$ cat src/rtl/cu_seq_pkg.sv
// Shared types and default sizes for the ComputeUnit job sequencer.
package cu_seq_pkg;

  // Job phases: wait for a command, stream config words, run the CU,
  // then hold the result until the host takes it.
  typedef enum logic [1:0] {
    IDLE   = 2'd0,
    CONFIG = 2'd1,
    RUN    = 2'd2,
    RESP   = 2'd3
  } cu_seq_state_t;

  localparam int CU_DATA_W    = 7;
  localparam int CU_CFG_WORDS = 4;

endpackage

$ cat src/rtl/cu_sequencer_if.sv
// Host command/response channel plus the CU enable/config/done bundle.
// The master modport is the sequencer side; the slave modport is the
// host/CU side that the sequencer talks to.
interface cu_sequencer_if
  import cu_seq_pkg::*;
#(
  parameter int DATA_W    = CU_DATA_W,
  parameter int CFG_WORDS = CU_CFG_WORDS
);
  logic                        cmd_valid;
  logic                        cmd_ready;
  logic [CFG_WORDS*DATA_W-1:0] cmd_cfg;
  logic                        rsp_valid;
  logic                        rsp_ready;
  logic [DATA_W-1:0]           rsp_data;
  logic                        rsp_timeout;
  logic                        io_config_enable;
  logic [DATA_W-1:0]           io_config_data;
  logic                        io_enable;
  logic                        io_done;
  logic [DATA_W-1:0]           io_scalarOut;

  modport master (
    input  cmd_valid, cmd_cfg, rsp_ready, io_done, io_scalarOut,
    output cmd_ready, rsp_valid, rsp_data, rsp_timeout,
           io_config_enable, io_config_data, io_enable
  );

  modport slave (
    output cmd_valid, cmd_cfg, rsp_ready, io_done, io_scalarOut,
    input  cmd_ready, rsp_valid, rsp_data, rsp_timeout,
           io_config_enable, io_config_data, io_enable
  );
endinterface

$ cat src/rtl/cu_seq_watchdog.sv
// RUN-phase watchdog: counts enabled cycles since the last clear and
// flags the cycle in which the count sits at TIMEOUT-1.
module cu_seq_watchdog #(
  parameter int TIMEOUT = 64
) (
  input  logic clk,
  input  logic reset,
  input  logic clear,
  input  logic count_en,
  output logic expired
);
  localparam int CNT_W = $clog2(TIMEOUT + 1);
  localparam logic [CNT_W-1:0] LAST = CNT_W'(TIMEOUT - 1);

  logic [CNT_W-1:0] count_q, count_d;

  // Clear on job acceptance, otherwise count every RUN cycle.
  always_comb begin
    count_d = count_q;
    if (clear) begin
      count_d = '0;
    end else if (count_en) begin
      count_d = count_q + 1'b1;
    end
  end

  // Count register.
  always_ff @(posedge clk) begin
    if (reset) begin
      count_q <= '0;
    end else begin
      count_q <= count_d;
    end
  end

  assign expired = count_en && (count_q == LAST);

endmodule

$ cat src/rtl/cu_sequencer.sv
// Drives one ComputeUnit through a job: accept a command, shift the
// config words in, run until io_done, return io_scalarOut to the host.
// Optional feature macro: CU_SEQ_TIMEOUT_EN adds a RUN watchdog that
// aborts the job after TIMEOUT cycles with rsp_timeout set.
module cu_sequencer
  import cu_seq_pkg::*;
#(
  parameter int DATA_W    = CU_DATA_W,
  parameter int CFG_WORDS = CU_CFG_WORDS,
  parameter int TIMEOUT   = 64
) (
  input  logic          clk,
  input  logic          reset,
  cu_sequencer_if.master bus
);
  localparam int IDX_W = (CFG_WORDS > 1) ? $clog2(CFG_WORDS) : 1;
  localparam logic [IDX_W-1:0] LAST_IDX = IDX_W'(CFG_WORDS - 1);

  cu_seq_state_t state_q, state_d;
  logic [IDX_W-1:0]            idx_q, idx_d;
  logic [CFG_WORDS*DATA_W-1:0] cfg_q, cfg_d;
  logic                        cmd_ready_q, cmd_ready_d;
  logic                        rsp_valid_q, rsp_valid_d;
  logic [DATA_W-1:0]           rsp_data_q, rsp_data_d;
  logic                        rsp_timeout_q, rsp_timeout_d;
  logic                        cfg_en_q, cfg_en_d;
  logic [DATA_W-1:0]           cfg_data_q, cfg_data_d;
  logic                        run_en_q, run_en_d;
  logic                        accept;
  logic                        expired;

  // Latched payload viewed as an array of words for indexed selection.
  logic [DATA_W-1:0] cfg_words [CFG_WORDS];
  for (genvar gi = 0; gi < CFG_WORDS; gi++) begin : g_word
    assign cfg_words[gi] = cfg_q[gi*DATA_W +: DATA_W];
  end

`ifdef CU_SEQ_TIMEOUT_EN
  cu_seq_watchdog #(
    .TIMEOUT (TIMEOUT)
  ) u_watchdog (
    .clk      (clk),
    .reset    (reset),
    .clear    (accept),
    .count_en (state_q == RUN),
    .expired  (expired)
  );
`else
  assign expired = 1'b0;
`endif

  // Next state and next registered outputs; every output is a flop so
  // each value describes what the pins show in the following cycle.
  always_comb begin
    state_d       = state_q;
    idx_d         = idx_q;
    cfg_d         = cfg_q;
    cmd_ready_d   = 1'b0;
    rsp_valid_d   = 1'b0;
    rsp_data_d    = rsp_data_q;
    rsp_timeout_d = rsp_timeout_q;
    cfg_en_d      = 1'b0;
    cfg_data_d    = '0;
    run_en_d      = 1'b0;
    accept        = 1'b0;
    case (state_q)
      IDLE: begin
        cmd_ready_d = 1'b1;
        if (bus.cmd_valid && cmd_ready_q) begin
          // First word comes straight from the command so the strobe
          // starts the cycle after acceptance.
          accept      = 1'b1;
          cfg_d       = bus.cmd_cfg;
          idx_d       = '0;
          state_d     = CONFIG;
          cmd_ready_d = 1'b0;
          cfg_en_d    = 1'b1;
          cfg_data_d  = bus.cmd_cfg[DATA_W-1:0];
        end
      end
      CONFIG: begin
        // idx_q is the word on the pins this cycle.
        if (idx_q == LAST_IDX) begin
          state_d  = RUN;
          run_en_d = 1'b1;
        end else begin
          idx_d      = idx_q + 1'b1;
          cfg_en_d   = 1'b1;
          cfg_data_d = cfg_words[idx_d];
        end
      end
      RUN: begin
        run_en_d = 1'b1;
        if (bus.io_done) begin
          // Completion takes priority over a same-cycle watchdog expiry.
          state_d       = RESP;
          run_en_d      = 1'b0;
          rsp_valid_d   = 1'b1;
          rsp_data_d    = bus.io_scalarOut;
          rsp_timeout_d = 1'b0;
        end else if (expired) begin
          state_d       = RESP;
          run_en_d      = 1'b0;
          rsp_valid_d   = 1'b1;
          rsp_data_d    = '0;
          rsp_timeout_d = 1'b1;
        end
      end
      RESP: begin
        rsp_valid_d = 1'b1;
        if (bus.rsp_ready) begin
          state_d     = IDLE;
          rsp_valid_d = 1'b0;
          cmd_ready_d = 1'b1;
        end
      end
      default: begin
        state_d     = IDLE;
        cmd_ready_d = 1'b1;
      end
    endcase
  end

  // State and output registers; reset drops any in-flight job.
  always_ff @(posedge clk) begin
    if (reset) begin
      state_q       <= IDLE;
      idx_q         <= '0;
      cfg_q         <= '0;
      cmd_ready_q   <= 1'b1;
      rsp_valid_q   <= 1'b0;
      rsp_data_q    <= '0;
      rsp_timeout_q <= 1'b0;
      cfg_en_q      <= 1'b0;
      cfg_data_q    <= '0;
      run_en_q      <= 1'b0;
    end else begin
      state_q       <= state_d;
      idx_q         <= idx_d;
      cfg_q         <= cfg_d;
      cmd_ready_q   <= cmd_ready_d;
      rsp_valid_q   <= rsp_valid_d;
      rsp_data_q    <= rsp_data_d;
      rsp_timeout_q <= rsp_timeout_d;
      cfg_en_q      <= cfg_en_d;
      cfg_data_q    <= cfg_data_d;
      run_en_q      <= run_en_d;
    end
  end

  assign bus.cmd_ready        = cmd_ready_q;
  assign bus.rsp_valid        = rsp_valid_q;
  assign bus.rsp_data         = rsp_data_q;
  assign bus.io_config_enable = cfg_en_q;
  assign bus.io_config_data   = cfg_data_q;
  assign bus.io_enable        = run_en_q;
`ifdef CU_SEQ_TIMEOUT_EN
  assign bus.rsp_timeout      = rsp_timeout_q;
`else
  assign bus.rsp_timeout      = 1'b0;
`endif

endmodule
$ cat src/flat_wrapper.sv
// flat-port wrapper written by rule: the top's interface ports become plain ports
module cu_sequencer_flat import cu_seq_pkg::*;
#(
  parameter int DATA_W    = CU_DATA_W,
  parameter int CFG_WORDS = CU_CFG_WORDS,
  parameter int TIMEOUT   = 64
)
  (clk, reset, bus_cmd_valid, bus_cmd_cfg, bus_rsp_ready, bus_io_done, bus_io_scalarOut, bus_cmd_ready, bus_rsp_valid, bus_rsp_data, bus_rsp_timeout, bus_io_config_enable, bus_io_config_data, bus_io_enable);
  cu_sequencer_if #(.DATA_W(DATA_W), .CFG_WORDS(CFG_WORDS)) bus_i ();
  input  logic clk;
  input  logic reset;
  input wire logic [$bits(bus_i.cmd_valid)-1:0] bus_cmd_valid;
  input wire logic [$bits(bus_i.cmd_cfg)-1:0] bus_cmd_cfg;
  input wire logic [$bits(bus_i.rsp_ready)-1:0] bus_rsp_ready;
  input wire logic [$bits(bus_i.io_done)-1:0] bus_io_done;
  input wire logic [$bits(bus_i.io_scalarOut)-1:0] bus_io_scalarOut;
  output wire logic [$bits(bus_i.cmd_ready)-1:0] bus_cmd_ready;
  output wire logic [$bits(bus_i.rsp_valid)-1:0] bus_rsp_valid;
  output wire logic [$bits(bus_i.rsp_data)-1:0] bus_rsp_data;
  output wire logic [$bits(bus_i.rsp_timeout)-1:0] bus_rsp_timeout;
  output wire logic [$bits(bus_i.io_config_enable)-1:0] bus_io_config_enable;
  output wire logic [$bits(bus_i.io_config_data)-1:0] bus_io_config_data;
  output wire logic [$bits(bus_i.io_enable)-1:0] bus_io_enable;
  assign bus_i.cmd_valid = bus_cmd_valid;
  assign bus_i.cmd_cfg = bus_cmd_cfg;
  assign bus_i.rsp_ready = bus_rsp_ready;
  assign bus_i.io_done = bus_io_done;
  assign bus_i.io_scalarOut = bus_io_scalarOut;
  assign bus_cmd_ready = bus_i.cmd_ready;
  assign bus_rsp_valid = bus_i.rsp_valid;
  assign bus_rsp_data = bus_i.rsp_data;
  assign bus_rsp_timeout = bus_i.rsp_timeout;
  assign bus_io_config_enable = bus_i.io_config_enable;
  assign bus_io_config_data = bus_i.io_config_data;
  assign bus_io_enable = bus_i.io_enable;
  cu_sequencer #(.DATA_W(DATA_W), .CFG_WORDS(CFG_WORDS), .TIMEOUT(TIMEOUT)) u_core (.clk(clk), .reset(reset), .bus(bus_i));
endmodule
$ cat config.mk
export PLATFORM = sky130hd
export DESIGN_NAME = cu_sequencer_flat
export DESIGN_NICKNAME = d
export VERILOG_FILES = /design/src/rtl/cu_seq_pkg.sv /design/src/rtl/cu_sequencer_if.sv /design/src/rtl/cu_seq_watchdog.sv /design/src/rtl/cu_sequencer.sv /design/src/flat_wrapper.sv
export SDC_FILE = /design/constraint.sdc
export NUM_CORES = 1
export LEC_CHECK = 0
export CAP_MARGIN = 15
export CORE_ASPECT_RATIO = 1.1
export CORE_MARGIN = 2
export CORE_UTILIZATION = 55
export DETAILED_ROUTE_END_ITERATION = 7
export DONT_BUFFER_PORTS = 1
export MAX_ROUTING_LAYER = met4
export PLACE_DENSITY = 0.7
export SYNTH_ARGS = -nofsm -noshare
export SYNTH_HDL_FRONTEND = slang
export SYNTH_HIERARCHICAL = 1
export SYNTH_SLANG_ARGS = --single-unit
$ cat constraint.sdc
create_clock -name clk -period 1.9 [get_ports clk]
set_input_delay 0.095 -clock clk [delete_from_list [all_inputs] [get_ports clk]]
set_output_delay 0.095 -clock clk [all_outputs]
set_load 0.02 [all_outputs]
==> flow_metrics.py <==
metrics = {
    "detailed_routing": {
        "post_drt_wl_per_cell_um": 15.1,
        "wl_met2_um": 2510,
        "routed-wl-met3_um": 316,
        "via_per_inst": 5.37,
        "drt-met1-wl_um": 2030,
        "dr.pass1.iters": 4,
        "drc": 0,
        "drt_iter0_markers": 52,
        "ant_nets": 0,
        "wl_um": 4980,
        "vias": 1773,
        "highest_layer": "met4",
    },
    "final_layout": {
        "post-route-util_pct": 72.5,
        "antenna_cells": 0,
        "stdcell_area_um2": 2650,
        "nets": 325,
        "drive_gt1_share_pct": 10.4,
        "syn_to_final_growth_pct": 25.6,
        "final_cell_mix": "70 x nand2_1, 50 x dfxtp_1, 46 x a21oi_1",
        "layout_commonest_cell": "nand2_1",
    },
    "setup_path": {
        "path_buf_inv": 1,
        "cp-startpoint": "u_core/idx_q[1]$_SDFFE_PP0P_",
        "critical-path-slowest-cell": "ha_1",
        "r2r_slack_ps": 170,
        "cp.arrival_ps": 1910,
        "r2r_end": "u_core/bus.io_config_data[0]$_SDFF_PP0_",
        "crit_type": "flip-flop to flip-flop",
        "worstPathRequired_ps": 2080,
        "worstPathCellList": "ha_1, buf_4, mux2_2, nand2_1, a31oi_1",
        "end_kind": "flip-flop",
        "r2r_cells": 5,
        "start_kind": "flip-flop",
        "crit_family": "adder cells",
        "r2r_start": "u_core/idx_q[1]$_SDFFE_PP0P_",
        "worst-path-stages": 5,
        "cpPeakStageDelay_ps": 570,
        "crit_path_end": "u_core/bus.io_config_data[0]$_SDFF_PP0_",
        "worstPathMaxFanout": 12,
    },
    "global_routing": {
        "grt_first_pass_wirelength_um": 7990,
        "grt_max_degree": 44,
        "antenna_found_initial": 0,
        "grt_usage_pct": 24.9,
        "grt_pass1_vias": 1739,
        "overflow": 0,
    },
    "cts": {
        "clock-sinks": 50,
        "htreeDepth": 2,
        "postCtsHoldBufs": 44,
        "clock_path_buffers": 2,
        "numCtsBuffers": 5,
        "root_buffer": "clkbuf_8",
        "clk_latency_ps": 300,
        "cts_resized": 0,
        "tritoncts": "yes",
        "clk_pin_slew_ps": 90,
        "post_cts_buffers": 0,
    },
    "synth": {
        "synth_nets": 287,
        "synth-xor-area-share_pct": 0,
        "yosysWarnings": 6,
        "synthMuxAreaShare_pct": 7.95,
        "ys_seq_area_share_pct": 47.5,
        "synth_top_family_by_area": "simple AND/OR/NAND/NOR gates",
        "ys_seq_elements": 50,
        "synthSimpleGateAreaFrac_pct": 20.1,
        "synth_area_um2": 2110,
        "synth_compound_gate_area_share_pct": 15.3,
        "yosys.area_share.adder_pct": 3.56,
        "syn_inst": 241,
        "yosysUniqueCellTypes": 32,
        "avgSynthCellArea_um2": 8.75,
    },
    "sta": {
        "tns_ps": 0,
        "whs_ps": 24.4,
        "fmax_ghz": 0.578,
        "setup_ws_ps": 170,
        "fin_crit_ps": 1730,
        "setup_viol": 0,
        "finalHoldViolCount": 0,
        "period_share_pct": 91.1,
        "skew_ps": 8.15,
        "maxSlewViolCount": 0,
        "rsz0062_at_grt": "no",
    },
    "place": {
        "port_buffers": 0,
        "dpl.hpwl_um": 2990,
        "globalplace.congestion": 0.743,
        "placed_cell_area_um2": 2090,
        "pre_cts_slack_ps": 159,
    },
    "floorplan": {
        "initial_utilization_pct": 57.7,
        "core-area_um2": 3650,
        "die-area_um2": 4340,
        "rows": 23,
        "die_h_um": 68.9,
        "ios": 59,
        "die_w_um": 63.0,
    },
    "job": {
        "drv_cap": 0,
    },
    "min_path": {
        "worstHoldPathType": "primary input to flip-flop",
        "hp-start": "bus_io_done",
    },
    "pwr": {
        "pwr-share-comb_pct": 32.2,
        "power.density_nw_per_um2": 1190,
        "clockPowerShare_pct": 21.5,
        "p_sw_mw": 1.11,
        "irDropWorstVdd_uv": 802,
        "intPower_mw": 2.03,
        "p_seq_share_pct": 46.3,
        "total_leakage_power_nw": 0.982,
        "swShare_pct": 35.5,
    },
    "status": {
        "outcome": "finished clean",
    },
}
==> area by class of cell <==
cell class              instances  area, um^2
fillers                       279        1010
flip-flops and latches         50        1000
multi-input cells             172         992
repair buffers                 48         480
clock buffers                   7        96.3
well taps                      50        62.6
clock inverters                 1        8.76
inverters                       2        7.51
==> per-stage QoR <==
stage	total power, mW	instances
2_1_floorplan	2.21	241
3_3_place_gp	2.36	278
3_5_place_dp	2.38	278
4_1_cts	3.15	330
5_1_grt	3.34	330
6_report	3.14	330
==> worst reg2reg max path, delay by kind of cell, from the launching register on <==
family	cells	cell delay [ps]
adders and majority gates	1	570
DFF	1	340
muxes	1	330
buffers and inverters	1	220
AOI/OAI and AO/OA	1	90
and+or+nand+nor	1	70
==> state kept, by name, summed over array words and instances, names as in the netlist <==
signal	count
u_core/idx_q	2
u_core/bus.rsp_valid	1
u_core/bus.io_config_data	7
u_core/bus.io_config_enable	1
u_core/bus.io_enable	1
u_core/state_q	2
u_core/bus.rsp_data	7
u_core/bus.cmd_ready	1
u_core/cfg_q	28
==> synth_stat cells <==
cell type	n	area, um^2
nor2_1	1	3.75
a211oi_1	1	7.51
ha_1	6	75.1
a21oi_1	46	230
clkbuf_8	2	27.5
nor2b_1	1	6.26
nand2b_1	5	31.3
and3b_1	1	8.76
nand4b_1	1	8.76
and2_1	1	6.26
mux2_2	12	135
nand4bb_1	1	11.3
and3_2	1	7.51
nor4b_1	1	8.76
mux2i_1	1	10.0
a22oi_1	4	30.0
a21boi_4	1	18.8
conb_1	1	3.75
mux4_2	1	22.5
buf_4	5	37.5
o31ai_1	2	15.0
buf_2	4	20.0
a31oi_1	2	12.5
nand3_1	8	40.0
nor3b_2	1	12.5
clkbuf_1	6	22.5
nand2_1	70	263
dfxtp_1	50	1000
or2_1	1	6.26
inv_1	2	7.51
or4b_1	1	10.0
o21bai_1	1	7.51
==> power groups by stage <==
stage	logic, mW	registers, mW	clock network [mW]
finish	1.01	1.46	0.676
global route	1.13	1.48	0.729
CTS	1.00	1.46	0.691
detailed placement	0.903	1.48	0
global placement	0.879	1.48	0
floorplan	0.764	1.44	0
==> worst min-delay path by stage <==
stage | end | slack, ps | cells after the start
floorplan | u_core/cfg_q[20]$_SDFFE_PP0P_ | 230 | 2
global placement | u_core/cfg_q[21]$_SDFFE_PP0P_ | 170 | 1
detailed placement | u_core/bus.io_config_enable$_SDFF_PP0_ | 170 | 1
CTS | u_core/bus.io_enable$_SDFF_PP0_ | 20 | 2
global route | u_core/bus.io_enable$_SDFF_PP0_ | 30 | 2
finish | u_core/bus.io_enable$_SDFF_PP0_ | 20 | 2
==> logic make-up after synthesis <==
group | count (synthesis)
and+or+nand+nor | 94
AOI/OAI and AO/OA | 57
DFF | 50
buffers and inverters | 19
muxes | 14
adders and majority gates | 6
other | 1
==> per-layer routing <==
layer	up-vias	track usage [%]
li1	888	-
met1	809	26.4
met2	65	43.8
met3	11	7.14
met4	0	11.9
met5	-	-
Note: power is estimated with default switching activity, not from simulation.
